--- src/rtl/cdc_fifo_rptr_empty.sv ---
// Read-side pointer and empty/almost-empty flag logic for an async FIFO.
// Optional readable-entry count port is enabled by the CDC_FIFO_RPTR_COUNT_EN macro.
module cdc_fifo_rptr_empty #(
    parameter int ADDR_SIZE = 4
) (
    input  logic                 r_clk,
    input  logic                 r_rst,
    input  logic                 r_inc,
    input  logic [ADDR_SIZE:0]   r_q2_wptr,
    output logic                 r_empty,
    output logic                 r_almost_empty,
    output logic [ADDR_SIZE:0]   r_ptr,
    output logic [ADDR_SIZE-1:0] r_addr
`ifdef CDC_FIFO_RPTR_COUNT_EN
    ,
    output logic [ADDR_SIZE:0]   r_count
`endif
);

    localparam logic [ADDR_SIZE:0] PTR_ONE  = {{ADDR_SIZE{1'b0}}, 1'b1};
    localparam logic [ADDR_SIZE:0] PTR_ZERO = '0;

    function automatic logic [ADDR_SIZE:0] bin2gray(input logic [ADDR_SIZE:0] b);
        return b ^ (b >> 1);
    endfunction

`ifdef CDC_FIFO_RPTR_COUNT_EN
    function automatic logic [ADDR_SIZE:0] gray2bin(input logic [ADDR_SIZE:0] g);
        logic [ADDR_SIZE:0] b;
        b[ADDR_SIZE] = g[ADDR_SIZE];
        for (int i = ADDR_SIZE - 1; i >= 0; i--) begin
            b[i] = b[i+1] ^ g[i];
        end
        return b;
    endfunction
`endif

    logic [ADDR_SIZE:0] r_bin;
    logic [ADDR_SIZE:0] bin_next;
    logic [ADDR_SIZE:0] bin_next_plus1;
    logic               rd_en;

    // A read is only honoured while the FIFO is not already flagged empty.
    assign rd_en          = r_inc & ~r_empty;
    assign bin_next       = rd_en ? (r_bin + PTR_ONE) : r_bin;
    assign bin_next_plus1 = bin_next + PTR_ONE;
    assign r_addr         = r_bin[ADDR_SIZE-1:0];

    always_ff @(posedge r_clk) begin
        if (r_rst) begin
            r_bin          <= PTR_ZERO;
            r_ptr          <= PTR_ZERO;
            r_empty        <= 1'b1;
            r_almost_empty <= 1'b0;
        end else begin
            r_bin          <= bin_next;
            r_ptr          <= bin2gray(bin_next);
            r_empty        <= (bin2gray(bin_next) == r_q2_wptr);
            r_almost_empty <= (bin2gray(bin_next_plus1) == r_q2_wptr);
        end
    end

`ifdef CDC_FIFO_RPTR_COUNT_EN
    // Modular difference of pointers gives occupancy across lap boundaries.
    always_ff @(posedge r_clk) begin
        if (r_rst) begin
            r_count <= PTR_ZERO;
        end else begin
            r_count <= gray2bin(r_q2_wptr) - bin_next;
        end
    end
`endif

endmodule

--- config.mk ---
export PLATFORM = sky130hd
export DESIGN_NAME = cdc_fifo_rptr_empty
export DESIGN_NICKNAME = d
export VERILOG_FILES = /design/src/rtl/cdc_fifo_rptr_empty.sv
export SDC_FILE = /design/constraint.sdc
export NUM_CORES = 1
export LEC_CHECK = 0
export BUFFER_PORTS_ARGS = -buffer_cell sky130_fd_sc_hd__buf_2
export CAP_MARGIN = 20
export CORE_ASPECT_RATIO = 1.1
export CORE_MARGIN = 5
export CORE_UTILIZATION = 44
export DETAILED_ROUTE_END_ITERATION = 6
export GPL_ROUTABILITY_DRIVEN = 0
export GPL_TIMING_DRIVEN = 0
export MAX_ROUTING_LAYER = met4
export PLACE_DENSITY = 0.83
export SETUP_SLACK_MARGIN = 0.1
export SYNTH_ARGS = -nofsm -noshare
export SYNTH_HDL_FRONTEND = slang
export SYNTH_SLANG_ARGS = --single-unit
--- constraint.sdc ---
create_clock -name r_clk -period 2.1 [get_ports r_clk]
set_input_delay 0.315 -clock r_clk [delete_from_list [all_inputs] [get_ports r_clk]]
set_output_delay 0.315 -clock r_clk [all_outputs]
set_load 0.05 [all_outputs]
==> summary.md <==
| Metric | Value |
|---|---|
| Outcome | finished with violations |
| Failing checks | setup timing |
| Fraction of layout cells with a size suffix above 1 | 43.4% |
| Cell Area, Synth | 678 um^2 |
| DRT Wirelength | 1.62 mm |
| Clock transition at the registers of the reported paths | 0.07 ns |
| Worst Hold Class | input port to flop |
| Sequential share of the synthesized area | 32.5% |
| RR Startpoint | r_empty |
| PD cells | 550 mW/mm^2 |
| Largest net degree at the start of global routing | 11 |
| Final ANT Viol Nets | 0 |
| Fillers | 115 |
| Site row count | 14 |
| Relative slew slack | 71.4% |
| Clock Skew | 0.00406 ns |
| Core ar. | 0.00142 mm^2 |
| Later-pin clock latency in the skew report | 0.27 ns |
| # DRC | 0 |
| Final Setup Violations | 1 |
| Initial DRC count | 9 |
| Worst hold start | r_rst |
| Min Tclk post-route | 2.18 ns |
| Initial antenna violation count | 0 |
| Num Clock Sinks | 11 |
| Syn avg cell area | 9.42 um^2 |
| # port buffers | 17 |
| VDD IR max | 407 uV |
| Leakage power | 0.397 nW |
| CP arrival | 2.39 ns |
| Worst reg2reg setup slack | -0.08 ns |
| Setup Total Neg Slack | -0.0814 ns |
| Clock Tree Root | clkbuf_4 |
| Post-Syn Instances | 72 |
| Tot GR Track Use | 14.7% |
| Worst setup EP type | flop |
| First-pass GRT wire length | 2.51 mm |
| Yosys reg bits | 11 |
| Combinational share of power | 29.4% |
| Max Slew Vio Count | 0 |
| CTS tree | yes |
| Crit-path cells | and2b_4 -> mux2i_4 -> inv_2 -> ha_4 -> xor2_2 -> xnor2_2 -> nor3b_1 -> a21oi_1 -> mux2i_1 -> and4_1 |
| Slack of the critical path | -0.0814 ns |
| RSZ-0062 raised after global routing | true |
| Router iterations before antenna repair | 4 |
| Hold Fails Final Rpt | 0 |
| Die height | 51.2 um |
| Fmax | 0.458 GHz |
| Worst r2r dst | r_almost_empty |
| Psw | 164 uW |
| Number of global-route vias before repair | 579 |
| Worst Hold Depth | 2 |
| Area Overhead vs Synth | 39.5% |
| Starting Density | 47.8% |
| Final critical-path share of the clock period | 104% |
| Syn nets | 82 |
| CTS buffer count | 3 |
| Yosys cell types | 31 |
| Largest stage delay, worst path | 0.35 ns |
| Die Wd | 47.4 um |
| GR Overflow Total | 0 |
| Clock share of power | 27.9% |
| Vias | 584 |
| Die footprint | 0.00243 mm^2 |
| Startpoint Class | flop |
| Synth Warn # | 0 |
| Dpl ws | -0.174 ns |
| Sequential power share | 42.8% |
| Pint | 356 uW |
| Critical Path Start | r_empty |
| NumNets Final | 110 |
| Switch share | 31.6% |
| Post-route core utilization | 66.7% |
| Vias per cell | 5.08 |
| Hold EP | r_bin[3] |
| WS Path Type | flop to flop |
| N_diodes | 0 |
| Worst slew pin tran | 0.426 ns |
| Slowest cell on crit path | dfxtp_4 |
| HPWL after DPL | 1.15 mm |
| CTS Hold Bufs | 0 |
| Worst Path Required | 2.31 ns |
| R2R cell count | 10 |
| Critical path fanouts, max | 5 |
| Hold slack final | 0.398 ns |
| IO Pins | 19 |
| WL/cell | 14.1 um |
| Max-cap viol count | 0 |
| Depth of the CTS H-tree | 1 |
| Clock buffer depth | 2 |
-- registers in the layout, summed over array words and instances (netlist names) --
register / flops
r_ptr: 5
r_bin: 4
r_empty: 1
r_almost_empty: 1
-- per-layer routing --
layer,global-route usage [%],up-vias,wire length (um)
li1,-,298,-
met1,18.5,260,683
met2,22.5,20,810
met3,4.21,6,87
met4,4.15,0,39
met5,-,-,0
-- through the flow --
step                instances  total power [mW]  area (um^2)
finish                    115             0.520          946
global route              115             0.550          946
floorplan                  72             0.323          701
CTS                       112             0.503          868
global placement          105             0.348          806
detailed placement        105             0.353          806
-- cell families (layout without fill, tap and decap cells) --
kind of cell	count (synthesis)	in the layout	synth area share, %
muxes	2	2	3.51
buffers and inverters	3	30	1.66
AOI/OAI and AO/OA	11	11	11.3
DFF	11	11	32.5
xor gates and xnor gates	19	19	26.8
adders and majority gates	2	2	3.69
and+or+nand+nor	24	24	20.7
-- power groups by stage --
stage               Sequential (mW)  Clock, mW  Combinational (mW)
detailed placement            0.226          0               0.127
finish                        0.222      0.145               0.153
global route                  0.224      0.162               0.164
CTS                           0.222      0.147               0.134
global placement              0.225          0               0.122
floorplan                     0.254          0              0.0692
-- final cells by class --
cell class	count	area, um^2	area share, %
buffer	1	3.75	0.397
clock buffer	4	26.3	2.78
inverter	2	7.51	0.794
multi-input combinational	58	523	55.3
sequential	11	231	24.5
tap	16	20.0	2.12
timing repair buffer	23	134	14.2
-- what timing repair did --
| item | 4_1_cts | 5_1_grt |
|---|---|---|
| buffers inserted | 3 | 3 |
| setup endpoints to repair | 1 | 2 |
| resized for setup | 2 | 8 |
| pin swaps | 2 | 3 |
-- synth_stat cells, drive strengths merged --
master	n	area [um^2]
mux2i	2	23.8
xnor2	12	105
a211oi	1	7.51
nor3	1	5.00
or4b	1	10.0
inv	2	7.51
ha	2	25.0
and2b	1	10.0
clkbuf	1	3.75
or2	1	6.26
o211a	1	10.0
o31ai	1	7.51
nand2	1	3.75
o211ai	2	15.0
o22ai	1	6.26
nand3b	3	22.5
o21a	2	15.0
or3	1	6.26
nor3b	1	7.51
a21oi	3	15.0
nor2b	1	6.26
and2	1	6.26
and4	1	8.76
xor2	7	76.3
nand4	1	6.26
nor2	9	36.3
nand3	1	5.00
dfxtp	11	220
-- critical path: cells and delay by family, from the launching register on --
kind | cells | cell delay [ns]
AND/OR/NAND/NOR | 3 | 0.74
buffers and inverters | 1 | 0.06
adder cells (fa/ha/maj) | 1 | 0.17
multiplexers | 2 | 0.40
flip-flops | 1 | 0.35
XOR/XNOR | 2 | 0.30
AO/OA/AOI/OAI | 1 | 0.09
-- cells in the final DEF (no fill, tap or decap), drive strengths merged, types with 2 or more instances in the layout --
cell / Yosys / layout
o21a: 2 / 2
xnor2: 12 / 12
ha: 2 / 2
nand3b: 3 / 3
nor2: 9 / 9
mux2i: 2 / 2
a21oi: 3 / 3
xor2: 7 / 7
clkbuf: 1 / 5
dfxtp: 11 / 11
inv: 2 / 2
buf: 0 / 23
o211ai: 2 / 2
-- how the worst max path moves through the flow --
stage                     end  slack [ns]  depth (start not counted)
2_1_floorplan  r_almost_empty       -0.07                          9
3_3_place_gp   r_almost_empty       -0.15                         10
4_1_cts        r_almost_empty       -0.04                          9
6_report       r_almost_empty       -0.08                         10
5_1_grt        r_almost_empty       -0.21                         10
3_5_place_dp   r_almost_empty       -0.17                         10
Power figures use the tool's default switching activity.
